**src/rtl/pulse_gen.sv**
```systemverilog
// Square-wave pulse channel: duty sequencer, sweep unit, envelope and
// length counter, producing a signed registered sample.
module pulse_gen #(
  parameter int NEG_ONES = 0,
  parameter int OUT_W    = 5
) (
  input  logic                    apu_clk,
  input  logic                    reset,
  input  logic                    qtr_tick,
  input  logic                    hlf_tick,
  input  logic                    wr_en,
  input  logic [1:0]              wr_addr,
  input  logic [7:0]              wr_data,
  input  logic                    ch_enable,
  output logic signed [OUT_W-1:0] pulse_out,
  output logic                    active
);

  localparam int PADW = OUT_W - 4;
  localparam logic [12:0] LP_ONES =
    (NEG_ONES != 0) ? 13'd1 : 13'd0;

  logic [7:0]  r_reg0;
  logic [7:0]  r_reg1;
  logic [10:0] r_period;
  logic [10:0] r_timer;
  logic [2:0]  r_seq;
  logic [7:0]  r_len;
  logic [3:0]  r_env_cnt;
  logic [3:0]  r_env_div;
  logic [2:0]  r_sw_div;
  logic        r_start;
  logic        r_reload;

  logic        w_wr0, w_wr1, w_wr2, w_wr3;
  logic [1:0]  w_duty;
  logic        w_halt;
  logic        w_cvol;
  logic [3:0]  w_vper;
  logic        w_sw_en;
  logic [2:0]  w_sw_per;
  logic        w_sw_neg;
  logic [2:0]  w_sw_sh;
  logic [10:0] w_delta;
  logic [11:0] w_sum;
  logic [12:0] w_diff;
  logic [11:0] w_target;
  logic        w_mute;
  logic        w_sweep;
  logic [7:0]  w_len_tab;
  logic [7:0]  w_pat;
  logic [3:0]  w_vol;
  logic signed [OUT_W-1:0] w_mag;
  logic signed [OUT_W-1:0] w_sample;

  assign w_wr0 = wr_en && (wr_addr == 2'd0);
  assign w_wr1 = wr_en && (wr_addr == 2'd1);
  assign w_wr2 = wr_en && (wr_addr == 2'd2);
  assign w_wr3 = wr_en && (wr_addr == 2'd3);

  assign w_duty   = r_reg0[7:6];
  assign w_halt   = r_reg0[5];
  assign w_cvol   = r_reg0[4];
  assign w_vper   = r_reg0[3:0];
  assign w_sw_en  = r_reg1[7];
  assign w_sw_per = r_reg1[6:4];
  assign w_sw_neg = r_reg1[3];
  assign w_sw_sh  = r_reg1[2:0];

  // Negative sweep can only go below zero via the one's-complement -1.
  assign w_delta = r_period >> w_sw_sh;
  assign w_sum   = {1'b0, r_period} + {1'b0, w_delta};
  assign w_diff  = {2'b00, r_period} - {2'b00, w_delta} - LP_ONES;
  assign w_target = w_sw_neg
                  ? (w_diff[12] ? 12'd0 : w_diff[11:0])
                  : w_sum;

  assign w_mute = (r_len == 8'd0)
               || (r_period < 11'd8)
               || (!w_sw_neg && (w_target > 12'h7FF));

  assign w_sweep = hlf_tick && (r_sw_div == 3'd0) && w_sw_en
                && (w_sw_sh != 3'd0) && !w_mute;

  // Length-counter load value selected by the written len_idx.
  always_comb begin
    w_len_tab = 8'd0;
    unique case (wr_data[7:3])
      5'd0:  w_len_tab = 8'd10;
      5'd1:  w_len_tab = 8'd254;
      5'd2:  w_len_tab = 8'd20;
      5'd3:  w_len_tab = 8'd2;
      5'd4:  w_len_tab = 8'd40;
      5'd5:  w_len_tab = 8'd4;
      5'd6:  w_len_tab = 8'd80;
      5'd7:  w_len_tab = 8'd6;
      5'd8:  w_len_tab = 8'd160;
      5'd9:  w_len_tab = 8'd8;
      5'd10: w_len_tab = 8'd60;
      5'd11: w_len_tab = 8'd10;
      5'd12: w_len_tab = 8'd14;
      5'd13: w_len_tab = 8'd12;
      5'd14: w_len_tab = 8'd26;
      5'd15: w_len_tab = 8'd14;
      5'd16: w_len_tab = 8'd12;
      5'd17: w_len_tab = 8'd16;
      5'd18: w_len_tab = 8'd24;
      5'd19: w_len_tab = 8'd18;
      5'd20: w_len_tab = 8'd48;
      5'd21: w_len_tab = 8'd20;
      5'd22: w_len_tab = 8'd96;
      5'd23: w_len_tab = 8'd22;
      5'd24: w_len_tab = 8'd192;
      5'd25: w_len_tab = 8'd24;
      5'd26: w_len_tab = 8'd72;
      5'd27: w_len_tab = 8'd26;
      5'd28: w_len_tab = 8'd16;
      5'd29: w_len_tab = 8'd28;
      5'd30: w_len_tab = 8'd32;
      5'd31: w_len_tab = 8'd30;
      default: w_len_tab = 8'd0;
    endcase
  end

  // Duty waveform, bit n is the level at sequencer step n.
  always_comb begin
    w_pat = 8'h00;
    unique case (w_duty)
      2'd0: w_pat = 8'b00000010;
      2'd1: w_pat = 8'b00000110;
      2'd2: w_pat = 8'b00011110;
      2'd3: w_pat = 8'b11111001;
      default: w_pat = 8'h00;
    endcase
  end

  assign w_vol    = w_cvol ? w_vper : r_env_cnt;
  assign w_mag    = {{PADW{1'b0}}, w_vol};
  assign w_sample = w_mute ? '0
                  : (w_pat[r_seq] ? w_mag : -w_mag);

  assign active = (r_len != 8'd0);

  // Control registers r0 and r1.
  always_ff @(posedge apu_clk or posedge reset) begin
    if (reset) begin
      r_reg0 <= 8'd0;
      r_reg1 <= 8'd0;
    end else begin
      if (w_wr0) r_reg0 <= wr_data;
      if (w_wr1) r_reg1 <= wr_data;
    end
  end

  // Period: CPU writes win over a sweep update in the same cycle.
  always_ff @(posedge apu_clk or posedge reset) begin
    if (reset) begin
      r_period <= 11'd0;
    end else if (w_wr2 || w_wr3) begin
      if (w_wr2) r_period[7:0]  <= wr_data;
      if (w_wr3) r_period[10:8] <= wr_data[2:0];
    end else if (w_sweep) begin
      r_period <= w_target[10:0];
    end
  end

  // Sweep divider; an r1 write re-arms the reload flag.
  always_ff @(posedge apu_clk or posedge reset) begin
    if (reset) begin
      r_sw_div <= 3'd0;
      r_reload <= 1'b0;
    end else begin
      if (hlf_tick) begin
        if ((r_sw_div == 3'd0) || r_reload) begin
          r_sw_div <= w_sw_per;
          r_reload <= 1'b0;
        end else begin
          r_sw_div <= r_sw_div - 3'd1;
        end
      end
      if (w_wr1) r_reload <= 1'b1;
    end
  end

  // Period timer steps the sequencer downward; r3 restarts it.
  always_ff @(posedge apu_clk or posedge reset) begin
    if (reset) begin
      r_timer <= 11'd0;
      r_seq   <= 3'd0;
    end else begin
      if (r_timer == 11'd0) begin
        r_timer <= r_period;
        r_seq   <= r_seq - 3'd1;
      end else begin
        r_timer <= r_timer - 11'd1;
      end
      if (w_wr3) r_seq <= 3'd0;
    end
  end

  // Length counter: disable clears, r3 load beats the decrement.
  always_ff @(posedge apu_clk or posedge reset) begin
    if (reset) begin
      r_len <= 8'd0;
    end else if (!ch_enable) begin
      r_len <= 8'd0;
    end else if (w_wr3) begin
      r_len <= w_len_tab;
    end else if (hlf_tick && !w_halt && (r_len != 8'd0)) begin
      r_len <= r_len - 8'd1;
    end
  end

  // Envelope; an r3 write keeps the start flag for the next tick.
  always_ff @(posedge apu_clk or posedge reset) begin
    if (reset) begin
      r_start   <= 1'b0;
      r_env_cnt <= 4'd0;
      r_env_div <= 4'd0;
    end else begin
      if (qtr_tick) begin
        if (r_start) begin
          r_start   <= 1'b0;
          r_env_cnt <= 4'd15;
          r_env_div <= w_vper;
        end else if (r_env_div != 4'd0) begin
          r_env_div <= r_env_div - 4'd1;
        end else begin
          r_env_div <= w_vper;
          if (r_env_cnt != 4'd0)
            r_env_cnt <= r_env_cnt - 4'd1;
          else if (w_halt)
            r_env_cnt <= 4'd15;
        end
      end
      if (w_wr3) r_start <= 1'b1;
    end
  end

  // Registered output sample.
  always_ff @(posedge apu_clk or posedge reset) begin
    if (reset) pulse_out <= '0;
    else       pulse_out <= w_sample;
  end

endmodule

```
**config.mk**
```make
export PLATFORM = sky130hd
export DESIGN_NAME = pulse_gen
export DESIGN_NICKNAME = d
export VERILOG_FILES = /design/src/rtl/pulse_gen.sv
export SDC_FILE = /design/constraint.sdc
export NUM_CORES = 1
export LEC_CHECK = 0
export CAP_MARGIN = 30
export CORE_UTILIZATION = 35
export CTS_BUF_LIST = sky130_fd_sc_hd__clkbuf_4 sky130_fd_sc_hd__clkbuf_8 sky130_fd_sc_hd__clkbuf_16
export CTS_CLUSTER_DIAMETER = 80
export DETAILED_ROUTE_END_ITERATION = 16
export PLACE_DENSITY = 0.51
export REMOVE_ABC_BUFFERS = 1
export SETUP_SLACK_MARGIN = 0.3
export SYNTH_ARGS = -nofsm -noshare
export SYNTH_HDL_FRONTEND = slang
export SYNTH_SLANG_ARGS = --single-unit
```
**constraint.sdc**
```tcl
create_clock -name apu_clk -period 4.2 [get_ports apu_clk]
set_input_delay 0.42 -clock apu_clk [delete_from_list [all_inputs] [get_ports apu_clk]]
set_output_delay 0.42 -clock apu_clk [all_outputs]
set_load 0.02 [all_outputs]
```
Word-level counts from Yosys, hierarchy flattened:

Memories as Yosys holds them, arrays and structs flattened.
Index checks and enable logic that the tools add are counted.

* bitwise operators: 0
* shift-type cells: 1
* divide/modulo/power cells: 0
* reductions and logical operators: 37
* add/subtract/negate cells: 9
* multiplexer cells: 30
* equality and inequality tests: 10
* $mul: 0
* magnitude comparators: 3

Operators with widths (count)
* 11-bit two-way mux: 3
* 8-bit two-way mux: 4
* 8-bit one-hot mux with 4 select lines: 1
* 4-bit two-way mux: 7
* 12-bit two-way mux: 2
* 11-bit by 11-bit adder with 12-bit output: 1
* 12-bit by 11-bit > comparator with 1-bit output (second input constant): 1
* 3-bit two-way mux: 4
* 11-bit by 11-bit subtractor with 12-bit output: 1
* 1-bit logical AND: 11
* 11-bit logical NOT: 1
* 11-bit by 4-bit less-than comparator with 1-bit output (second input constant): 1
* 11-bit by 3-bit >> shifter with 11-bit output: 1
* 11-bit by 1-bit subtractor with 11-bit output (second input constant): 1
* 5-bit two-way mux: 2
* 2-bit nonzero test: 5
* 2-bit equality test (second input constant): 4
* 8-bit logical NOT: 1
* 4-bit nonzero test: 2
* 8-bit nonzero test: 1
* 4-bit by 1-bit subtractor with 4-bit output (second input constant): 2
* 8-bit by 1-bit subtractor with 8-bit output (second input constant): 1
* 1-bit two-way mux: 6
* 2-bit inequality test (second input constant): 3
* 13 further kinds: 24

* register bits after elaboration: 67
* memories: 1
* bits in latches: 0
* ROM bits: 224
* input port bits: 16
* word-level logic and storage cells: 104
* RAM bits: 0

Memory list
* (no name shown): words 32, bits a word 7, rd ports 1, clocked after Yosys merged registers in 0, write ports 0, RTL line 88 `unique case (wr_data[7:3])`

Logic depth before layout (Yosys ltp):

Gate-level depths: netlist of the first run.

* depth after elaboration: 11
* gate-level depth with buffers: 16
* gate-level depth less buffers: 14

Worst setup path after synthesis of the first run:

Ideal clock, no wire load.

* path type: register -> register
* start: reg r_reg1[1]
* end: reg r_period[7]
* required time: 4127 ps
* slack: 800 ps
* buffers on the path: 3
* cell stages (with the launch flop): 16
* setup time: 73 ps
* clock period less this slack: 3400 ps
* data arrival time: 3327 ps
* cells stage by stage: dfrtp_1 clkbuf_8 clkbuf_1 mux2i_1 a211oi_1 a21oi_1 inv_1 ha_1 or2_2 o211ai_2 a211oi_1 a211o_4 o32ai_4 buf_6 nor2_1 a21oi_2

* cells in the longest elaborated chain, start to end: 11
* elaborated cells on any way between the ends: 16

RTL lines
* from (decl): RTL line 24 `logic [7:0] r_reg1;`
* from (signal assigned): RTL line 151 `if (w_wr1) r_reg1 <= wr_data;`
* 11-bit by 3-bit >> shifter with 11-bit output: RTL line 71 `assign w_delta = r_period >> w_sw_sh;`
* 11-bit by 11-bit subtractor with 12-bit output: RTL line 73 `assign w_diff = {2'b00, r_period} - {2'b00, w_delta} - LP_ONES;`
* 12-bit two-way mux (2 in series): RTL line 75 `? (w_diff[12] ? 12'd0 : w_diff[11:0])`
* 12-bit by 11-bit > comparator with 1-bit output: RTL line 80 `|| (!w_sw_neg && (w_target > 12'h7FF));`
* 1-bit logical AND: RTL line 80
* 1-bit logical OR: RTL line 80
* 1-bit logical NOT: RTL line 83 `&& (w_sw_sh != 3'd0) && !w_mute;`
* 1-bit logical AND: RTL line 83
* 2-bit nonzero test (no source line)
* 2-bit AND reduction (no source line)
* to (signal assigned): RTL line 160 `if (w_wr2) r_period[7:0] <= wr_data;`
* to (signal assigned): RTL line 163 `r_period <= w_target[10:0];`
* to (decl): RTL line 25 `logic [10:0] r_period;`

Several ways; a longest one is shown, not always the timed one. The select of a mux whose other input is x is not followed.
A chain may end at the register's enable or synchronous reset.

Worst setup path after layout of the first run:

* start: reg r_reg1[0]
* end: reg r_period[10]

The elaborated chain is that of the path after synthesis.

==> metrics.md, run 1 <==
| Metric | Value |
|---|---|
| Status | finished clean |
| Vias per cell | 5.457 |
| Crit. End Element | flop |
| Final WL | 13.51 mm |
| Core area | 14590 um^2 |
| Fill cell count | 1481 |
| Horiz. Die Dim | 124.7 um |
| CTS clk-pin slew, worst paths | ~0.060 ns |
| Final hold violations | 0 |
| Fmax achieved | 278.6 MHz |
| Met2 Use GR | 29.09% |
| R2r setup slk | 0.61 ns |
| Clk_lat worst skew | 0.34 ns |
| First-pass GRT wire length | 22.60 mm |
| Grt ovf | 0 |
| I/O pin count | 22 |
| TritonCTS buffer count | 9 |
| DIE HEIGHT | 124.7 um |
| Synth cell types | 68 |
| PD cells | 762.4 nW/um^2 |
| DR iter-0 viols | 306 |
| Layout area overhead | 10.81% |
| Seq. cell area | 1678 um^2 |
| Mean Syn Cell Area | 8.794 um^2 |
| Gr usage total | between 10% and 20% |
| WL per Instance | 16.95 um |
| CTS H-tree lvls | 3 |
| Die area | 15550 um^2 |
| DP Wirelength | approximately 10 mm |
| Via count | 4349 |
| Hold Path Class | in2async |
| CP Launch Type | flop |
| CTS tree | yes |
| Final Util | 40.01% |
| Max_cap viols | 0 |
| Largest net degree at the start of global routing | 38 |
| Post-layout net count | 669 |
| DR pass1 iterations | 5 |
| Number of enable flip-flop cells after synthesis | 0 |
| Final worst-path cycle share | 85.45% |
| Mapped Cells | 599 |
| Antenna-violating nets left | 0 |
| Fin Clk Skew | 0.004124 ns |
| Worst IR drop on VDD | 0.0002977 V |
| Post-Place Cell Area | 5558 um^2 |
| CP required | 4.42 ns |
| Worst-Margin Slew | 0.8607 ns |
| # diodes | 0 |
| Sequential element share of the synthesized area | between 30% and 40% |
| Ys async rst share | 100.0% |
| Synth Warn # | 0 |
| Register bit count reported by yosys | 67 |
| Met3 GRT Util | about 2.6% |
| Crit path DAT | 3.81 ns |
| Initial antenna violation count | 0 |
| Met1 Track Usage GR | approximately a quarter |
| Final setup TNS | 0 ns |
| Crit path time final | 3.589 ns |
| Cts hold-fix bufs | 0 |
| Initial Util | 36.11% |
| Commonest cells after routing, fill and taps aside | 66 x dfrtp_1, 64 x nor2_1, 45 x a21oi_1, 45 x nand2_1, 42 x inv_1 |
| Final Cell Area | 5837 um^2 |
| Commonest non-fill, non-tap cell in the layout | dfrtp_1 |
| Vias in the first global route | 4225 |
| Crit-path max FO | 10 |
| RSZ-0062 raised after global routing | no |
| Placer Congestion | 0.8365 |
| Layout cell share with drive strength beyond 1 | 9.951% |
| Ys flop type | dfrtp_1 |
| Leakage | roughly 2.5 nW |
| Critical path class | reg2reg |
| Final setup fails | 0 |
| CTS root buf | clkbuf_16 |
| Area of the multi-input gates | 3224 um^2 |
| Buffer depth of the longest clock path | 2 |
| DRC viols | 0 |
| Clk sinks | 67 |
| Slew Viols, Final | 0 |
| Syn Std Cell Area | 5268 um^2 |
| IO Port Bufs | 21 |
| Slew headroom | between 40% and 50% |
| Row count | 44 |
| Gr busiest metal | met2 |
| Total power | 4.450 mW |
[logic make-up after synthesis]
kind of cell / share of synthesized area, %
buf+inv: 6.959
fa+ha+maj: 10.50
compound gates: 20.26
flops: 31.83
xor+xnor: 4.489
simple gates: 18.27
mux: 7.696
[worst max-delay path: stages (launching register included)]
cell and delay (ns):
dfrtp_1 0.51, buf_4 0.23, a211oi_1 0.18, a21oi_1 0.09, a21oi_1 0.32, inv_1 0.13
ha_1 0.21, or2_2 0.30, o211ai_2 0.19, a211oi_1 0.16, a211o_4 0.43, o31ai_4 0.35
o21ai_0 0.14, a31o_2 0.22
[state kept, by name, indices dropped and copies added (netlist names)]
signal	cells
pulse_out	5
r_env_cnt	4
r_env_div	4
r_len	8
r_period	11
r_reg0	8
r_reg1	8
r_reload	1
r_seq	3
r_start	1
r_sw_div	3
r_timer	11
[through the flow]
step / worst slack, ns / hold slack, ns / cells
4_1_cts: 0.4690 / 0.3198 / 796
5_1_grt: 0.3695 / 0.3490 / 797
6_report: 0.6112 / 0.3247 / 797
2_1_floorplan: 0.8241 / 0.4402 / 571
3_5_place_dp: 0.3592 / 0.4710 / 782
3_3_place_gp: 0.4819 / 0.4656 / 779
[report_power, final]
part | leakage [nW] | total, mW | switching, mW | internal [mW]
Clock | 0.128 | 0.682 | 0.278 | 0.404
Sequential | 0.812 | 1.19 | 0.318 | 0.870
Combinational | 1.58 | 2.58 | 1.48 | 1.10
Total | 2.52 | 4.45 | 2.08 | 2.37
[layout make-up]
type	count	area share [%]
Clock inverter	3	0.3001
Multi-Input combinational cell	460	55.24
Timing Repair Buffer	28	4.823
Inverter	44	2.830
Tap cell	184	3.944
Sequential cell	67	28.75
Clock buffer	11	4.116
[synthesized netlist by cell type, types with 11 or more instances]
cell type / number / area [um^2]
a211oi_1: 11 / 82.58
o21ai_0: 36 / 180.2
mux2i_1: 18 / 180.2
nor3_1: 18 / 90.09
inv_1: 43 / 161.4
nand2_1: 45 / 168.9
ha_1: 41 / 513.0
dfrtp_1: 67 / 1677
xnor2_1: 16 / 140.1
clkbuf_1: 15 / 56.30
xor2_1: 11 / 96.34
a31oi_1: 12 / 75.07
a21oi_1: 45 / 225.2
nand3_1: 11 / 55.05
nor2_1: 64 / 240.2
mux2_2: 14 / 157.7
[per-layer routing]
metal | up-vias | share of wire [%] | routed length [um]
li1 | 2142 | - | -
met1 | 2108 | 49 | 6580
met2 | 85 | 47 | 6322
met3 | 14 | 3.2 | 432
met4 | 0 | 1.3 | 176
met5 | - | 0 | 0
[final timing paths]
path / startpoint / to / cells past startpoint
worst min register to register: r_timer[0]$_DFF_PP0_ / r_timer[0]$_DFF_PP0_ / 1
worst min-delay path: reset / r_reg1[5]$_DFFE_PP0P_ / 2
max in group asynchronous: reset / r_reg1[1]$_DFFE_PP0P_ / 4
worst max-delay path: r_reg1[0]$_DFFE_PP0P_ / r_period[10]$_DFFE_PP0P_ / 13
worst max register to register: r_reg1[0]$_DFFE_PP0P_ / r_period[10]$_DFFE_PP0P_ / 13
min in group apu_clk: r_timer[0]$_DFF_PP0_ / r_timer[0]$_DFF_PP0_ / 1
[timing repair]
item	CTS	global route
endpoints found under the setup margin	1	7
pin swaps	0	1
buffers inserted	0	1
resized for setup	1	0
(Power assumes the default switching activity.)
==> run 2: changes to the inputs <==
Settings changed: CORE_MARGIN set to 2.
==> metrics.md, run 2 (synthesis results as in run 1) <==
| Metric | Value |
|---|---|
| Worst-Margin Slew | 0.9187 ns (was 0.8607 ns) |
| Layout cell share with drive strength beyond 1 | 10.26% (was 9.951%) |
| Internal | 2.450 mW (was 2.374 mW) |
| Clk_lat worst skew | 0.34 ns (about the same) |
| Leakage | 2.531 nW (was 2.517 nW) |
| Placer Congestion | 0.8834 (was 0.8365) |
| Slew Viols, Final | 0 (unchanged) |
| Die area | 16050 um^2 (was 15550 um^2) |
| Largest net degree at the start of global routing | 40 (was 38) |
| Gr usage total | 17.61% (was 18.29%) |
| DIE HEIGHT | 126.7 um (was 124.7 um) |
| Via count | 4307 (was 4349) |
| Final setup fails | 0 (unchanged) |
| Initial Util | 35.97% (was 36.11%) |
| Top sig layer | met4 (unchanged) |
| Cts hold-fix bufs | 0 (unchanged) |
| Crit path DAT | 3.80 ns (was 3.81 ns) |
| Core area | 14640 um^2 (was 14590 um^2) |
| DRC viols | 0 (unchanged) |
| Final setup TNS | 0 ns (unchanged) |
| Hold Path Class | reg2reg (was in2async) |
| Horiz. Die Dim | 126.7 um (was 124.7 um) |
| Final worst-path cycle share | 85.40% (was 85.45%) |
| Crit-path max FO | 9 (was 10) |
| Final hold violations | 0 (unchanged) |
| I/O pin count | 22 (unchanged) |
| CTS tree | yes (unchanged) |
| Post-Place Cell Area | 5542 um^2 (was 5558 um^2) |
| Met2 Wirelength | 6.089 mm (was 6.322 mm) |
| Crit. End Element | flop (unchanged) |
| Fin Hold WS | 0.4864 ns (was 0.3247 ns) |
| Final Cell Area | 5868 um^2 (was 5837 um^2) |
| NetSw | 2.062 mW (was 2.076 mW) |
| CP required | 4.41 ns (was 4.42 ns) |
| DR pass1 iterations | 5 (unchanged) |
| Fin Clk Skew | 0.01212 ns (was 0.004124 ns) |
| Status | finished clean (unchanged) |
| Row count | 44 (unchanged) |
| PD cells | 768.8 nW/um^2 (was 762.4 nW/um^2) |
| Fmax achieved | 278.8 MHz (was 278.6 MHz) |
| Antenna-violating nets left | 0 (unchanged) |
| CP Launch Type | flop (unchanged) |
| Slew headroom | 38.24% (was 41.89%) |
| Initial antenna violation count | 0 (unchanged) |
| Layout area overhead | 11.40% (was 10.81%) |
| Vias in the first global route | 4220 (was 4225) |
| DR iter-0 viols | 305 (was 306) |
| Top Registers | r_period (11), r_timer (11) (unchanged) |
| Commonest cells after routing, fill and taps aside | 66 x dfrtp_1, 64 x nor2_1, 45 x a21oi_1, 45 x nand2_1, 42 x inv_1 (unchanged) |
| # diodes | 0 (unchanged) |
| Max_cap viols | 0 (unchanged) |
| DP Wirelength | 10.04 mm (was 9.872 mm) |
| CTS root buf | clkbuf_16 (unchanged) |
| Worst IR drop on VDD | 0.0003140 V (was 0.0002977 V) |
| Critical path class | reg2reg (unchanged) |
| Wire length on met1 | 6.838 mm (was 6.580 mm) |
| Commonest non-fill, non-tap cell in the layout | dfrtp_1 (unchanged) |
| CTS H-tree lvls | 3 (unchanged) |
| Post-layout net count | 669 (unchanged) |
| First-pass GRT wire length | 22.47 mm (was 22.60 mm) |
| Vias per cell | 5.397 (was 5.457) |
| Grt ovf | 0 (unchanged) |
| Clk network pwr share | 16.7% (was 15.3%) |
| Clk sinks | 67 (unchanged) |
| WL per Instance | 16.99 um (was 16.95 um) |
| Buffer depth of the longest clock path | 2 (unchanged) |
| Comb power frac | 56.9% (was 58.0%) |
| Sw Share | 45.70% (was 46.66%) |
| Crit path time final | 3.587 ns (was 3.589 ns) |
| Final WL | 13.56 mm (was 13.51 mm) |
| RSZ-0062 raised after global routing | no (unchanged) |
| IO Port Bufs | 21 (unchanged) |
| CTS clk-pin slew, worst paths | 0.05 ns (was 0.06 ns) |
| Sequential power share | 26.4% (was 26.7%) |
| Met3 WL post-DR | 394 um (was 432 um) |
| TritonCTS buffer count | 9 (unchanged) |
[run 2: changes by cell type in the layout (fill, tap and decap cells not counted)]
cell       previous run  this run
clkinv_2              2         1
buf_1                 1         0
buf_4                 3         5
clkinv_4              0         1
buf_12                2         1
clkbuf_4              2         1
clkbuf_8              0         1
bufinv_16             0         1
[run 2: final timing paths]
kind	from	end	slack [ns]	depth (start not counted)
setup / recovery	r_period[5]$_DFFE_PP0P_	r_period[10]$_DFFE_PP0P_	0.61	13
hold / removal	r_timer[0]$_DFF_PP0_	r_timer[0]$_DFF_PP0_	0.49	1
setup reg to reg	r_period[5]$_DFFE_PP0P_	r_period[10]$_DFFE_PP0P_	0.61	13
hold reg to reg	r_timer[0]$_DFF_PP0_	r_timer[0]$_DFF_PP0_	0.49	1
max in group asynchronous	reset	pulse_out[4]$_DFF_PP0_	2.71	3
min in group asynchronous	reset	r_len[0]$_DFFE_PP0P_	0.58	2
[run 2: repair_timing]
action                                 4_1_cts  5_1_grt
resized for setup                            1        0
setup buffers                                0        2
pin swaps                                    0        1
endpoints found under the hold margin        0        0
gates cloned                                 0        0
setup endpoints to repair                    3        8
[run 2: worst max-delay path, stage by stage (launching register included)]
cell and delay, ns:
dfrtp_1 0.51, nor2b_1 0.19, a211oi_1 0.22, a21oi_1 0.09, a21oi_1 0.34, inv_1 0.14, ha_1 0.21, or2_2 0.30
o211ai_2 0.21, a211oi_1 0.16, a211o_4 0.42, o31ai_4 0.34, o21ai_0 0.12, a31o_2 0.22
[run 2: layout make-up]
type	count	area, um^2
clock buffer	11	246.5
clock inverter	4	51.30
fill	1485	8776
inverter	44	165.2
multi-input combinational	460	3224
sequential	67	1678
tap	184	230.2
timing repair buffer	28	272.8
[run 2: power by group through the flow]
stage | combinational (mW) | clock [mW] | sequential (mW)
after floorplan | 1.90 | 0 | 1.12
after global placement | 2.51 | 0 | 1.19
after detailed placement | 2.54 | 0 | 1.19
after CTS | 2.56 | 0.771 | 1.19
after global routing | 2.87 | 0.811 | 1.24
final | 2.57 | 0.753 | 1.19
[run 2: layer usage]
metal / up-vias / global-route usage (%)
li1: 2144 / -
met1: 2076 / 25.33
met2: 73 / 27.22
met3: 14 / 2.910
met4: 0 / 5.495
met5: - / 0
[run 2: stage by stage]
step	instances	utilization [%]	total power, mW	setup WS, ns
floorplan	571	-	3.022	0.8241
global placement	780	37.81	3.695	0.5134
detailed placement	781	37.84	3.731	0.2994
CTS	796	39.88	4.518	0.4439
global route	798	40.07	4.914	0.3790
finish	798	40.07	4.512	0.6130
==> run 3: changes to the inputs <==
Settings changed: CAP_MARGIN 30 to 20, SLEW_MARGIN set to 20.
==> metrics.md, run 3 (synthesis results as in run 1) <==
| Metric | Value |
|---|---|
| Layout area overhead | 11.43% (was 11.40%) |
| Horiz. Die Dim | 126.7 um (unchanged) |
| Largest net degree at the start of global routing | 40 (unchanged) |
| Post-layout net count | 667 (was 669) |
| Buffer depth of the longest clock path | 2 (unchanged) |
| Worst Reg-to-Reg Cells | 13 (unchanged) |
| Crit path time final | 3.551 ns (was 3.587 ns) |
| Max_cap viols | 0 (unchanged) |
| Layout cell share with drive strength beyond 1 | 9.967% (was 10.26%) |
| Vias in the first global route | 4218 (was 4220) |
| Clk_lat worst skew | 0.33 ns (was 0.34 ns) |
| CTS tree | yes (unchanged) |
| Crit-path max FO | 10 (was 9) |
| Leakage | 2.534 nW (was 2.531 nW) |
| Slew headroom | 37.85% (was 38.24%) |
| WL per Instance | 16.91 um (was 16.99 um) |
| Worst r2r src | r_reg1[0]$_DFFE_PP0P_ (was r_period[5]$_DFFE_PP0P_) |
| IO Port Bufs | 21 (unchanged) |
| Via count | 4345 (was 4307) |
| RSZ-0062 raised after global routing | no (unchanged) |
| Critical path class | reg2reg (unchanged) |
| Final setup fails | 0 (unchanged) |
| Top Registers | r_period (11), r_timer (11) (unchanged) |
| Antenna-violating nets left | 0 (unchanged) |
| Critical path origin | r_reg1[0]$_DFFE_PP0P_ (was r_period[5]$_DFFE_PP0P_) |
| Final worst-path cycle share | 84.55% (was 85.40%) |
| R2r setup slk | 0.65 ns (was 0.61 ns) |
| PD cells | 775.0 nW/um^2 (was 768.8 nW/um^2) |
| Fin Clk Skew | 0.003141 ns (was 0.01212 ns) |
| Final hold violations | 0 (unchanged) |
| Row count | 44 (unchanged) |
| DP Wirelength | 10.02 mm (was 10.04 mm) |
| DR pass1 iterations | 5 (unchanged) |
| DIE HEIGHT | 126.7 um (unchanged) |
| Hold Path Class | reg2reg (unchanged) |
| TritonCTS buffer count | 9 (unchanged) |
| Worst-Margin Slew | 0.9245 ns (was 0.9187 ns) |
| Die area | 16050 um^2 (unchanged) |
| Worst reg2reg path endpoint | r_period[8]$_DFFE_PP0P_ (was r_period[10]$_DFFE_PP0P_) |
| Final setup TNS | 0 ns (unchanged) |
| Placer Congestion | 0.8834 (unchanged) |
| Crit path DAT | 3.79 ns (was 3.80 ns) |
| Status | finished clean (unchanged) |
| I/O pin count | 22 (unchanged) |
| Commonest non-fill, non-tap cell in the layout | dfrtp_1 (unchanged) |
| Commonest cells after routing, fill and taps aside | 66 x dfrtp_1, 64 x nor2_1, 45 x a21oi_1, 45 x nand2_1, 42 x inv_1 (unchanged) |
| Gr usage total | 17.62% (was 17.61%) |
| CTS clk-pin slew, worst paths | 0.05 ns (about the same) |
| DR iter-0 viols | 284 (was 305) |
| Vias per cell | 5.459 (was 5.397) |
| Clk sinks | 67 (unchanged) |
| Worst IR drop on VDD | 0.0003445 V (was 0.0003140 V) |
| Post-Place Cell Area | 5537 um^2 (was 5542 um^2) |
| Initial Util | 35.97% (unchanged) |
| Crit. End Element | flop (unchanged) |
| Final Cell Area | 5869 um^2 (was 5868 um^2) |
| Initial antenna violation count | 0 (unchanged) |
| CP Launch Type | flop (unchanged) |
| Setup crit end | r_period[8]$_DFFE_PP0P_ (was r_period[10]$_DFFE_PP0P_) |
| Fmax achieved | 281.6 MHz (was 278.8 MHz) |
| Final WL | 13.46 mm (was 13.56 mm) |
| CTS root buf | clkbuf_16 (unchanged) |
| CTS H-tree lvls | 3 (unchanged) |
| Cts hold-fix bufs | 0 (unchanged) |
| DRC viols | 0 (unchanged) |
| Slew Viols, Final | 0 (unchanged) |
| CP required | 4.44 ns (was 4.41 ns) |
| Core area | 14640 um^2 (unchanged) |
| # diodes | 0 (unchanged) |
| First-pass GRT wire length | 22.46 mm (was 22.47 mm) |
| Grt ovf | 0 (unchanged) |
## run 3: cell type report
type                    instances  area [um^2]
fillers                      1476         8775
multi-input cells             460         3224
flip-flops and latches         67         1678
repair buffers                 26        260.3
clock buffers                  10        232.7
well taps                     184        230.2
inverters                      44        165.2
clock inverters                 5        78.83
## run 3: metal layers
| metal | global-route usage [%] | wire length (um) | vias to the layer above |
|---|---|---|---|
| met5 | 0 | 0 | - |
| met4 | 4.848 | 191 | 0 |
| met3 | 3.121 | 344 | 13 |
| met2 | 27.89 | 6276 | 65 |
| met1 | 24.92 | 6650 | 2127 |
| li1 | - | - | 2140 |
## run 3: worst min path at each step
stage / from / endpoint / slack (ns) / depth (start not counted)
2_1_floorplan: r_timer[0]$_DFF_PP0_ / r_timer[0]$_DFF_PP0_ / 0.44 / 1
3_3_place_gp: r_timer[0]$_DFF_PP0_ / r_timer[0]$_DFF_PP0_ / 0.46 / 1
3_5_place_dp: r_timer[0]$_DFF_PP0_ / r_timer[0]$_DFF_PP0_ / 0.47 / 1
4_1_cts: r_timer[0]$_DFF_PP0_ / r_timer[0]$_DFF_PP0_ / 0.48 / 1
5_1_grt: r_timer[0]$_DFF_PP0_ / r_timer[0]$_DFF_PP0_ / 0.50 / 1
6_report: r_timer[0]$_DFF_PP0_ / r_timer[0]$_DFF_PP0_ / 0.48 / 1
## run 3: per-stage QoR
stage / hold slack (ns) / instances / worst slack, ns / utilization (%) / total power [mW]
2_1_floorplan: 0.4402 / 571 / 0.8241 / - / 3.022
6_report: 0.4761 / 796 / 0.6490 / 40.08 / 4.549
4_1_cts: 0.4781 / 795 / 0.4008 / 39.94 / 4.562
3_3_place_gp: 0.4622 / 780 / 0.5134 / 37.81 / 3.695
3_5_place_dp: 0.4712 / 780 / 0.3021 / 37.81 / 3.731
5_1_grt: 0.4981 / 796 / 0.3989 / 40.08 / 4.954
## run 3: critical path, cell delays in order, from the launching register on
cell and delay (ns):
dfrtp_1 0.55, mux4_2 0.59, nand2_1 0.09, o21ai_0 0.13, ha_1 0.25, inv_1 0.07, fa_1 0.22, o21bai_1 0.11
a211oi_1 0.36, o211ai_1 0.19, a221oi_1 0.39, xnor2_1 0.22, nand2_1 0.10, a31oi_1 0.19
## run 3: what timing repair did
| action | CTS | global route |
|---|---|---|
| endpoints found under the setup margin | 5 | 8 |
| hold endpoints to repair | 0 | 0 |
| pin swaps | 0 | 1 |
| gates resized for setup | 1 | 0 |
| setup buffers | 0 | 1 |
## run 3: report_power, final
group	switching (mW)	leakage [nW]	internal [mW]
combinational	1.47	1.57	1.10
clock	0.268	0.156	0.521
sequential	0.322	0.812	0.870
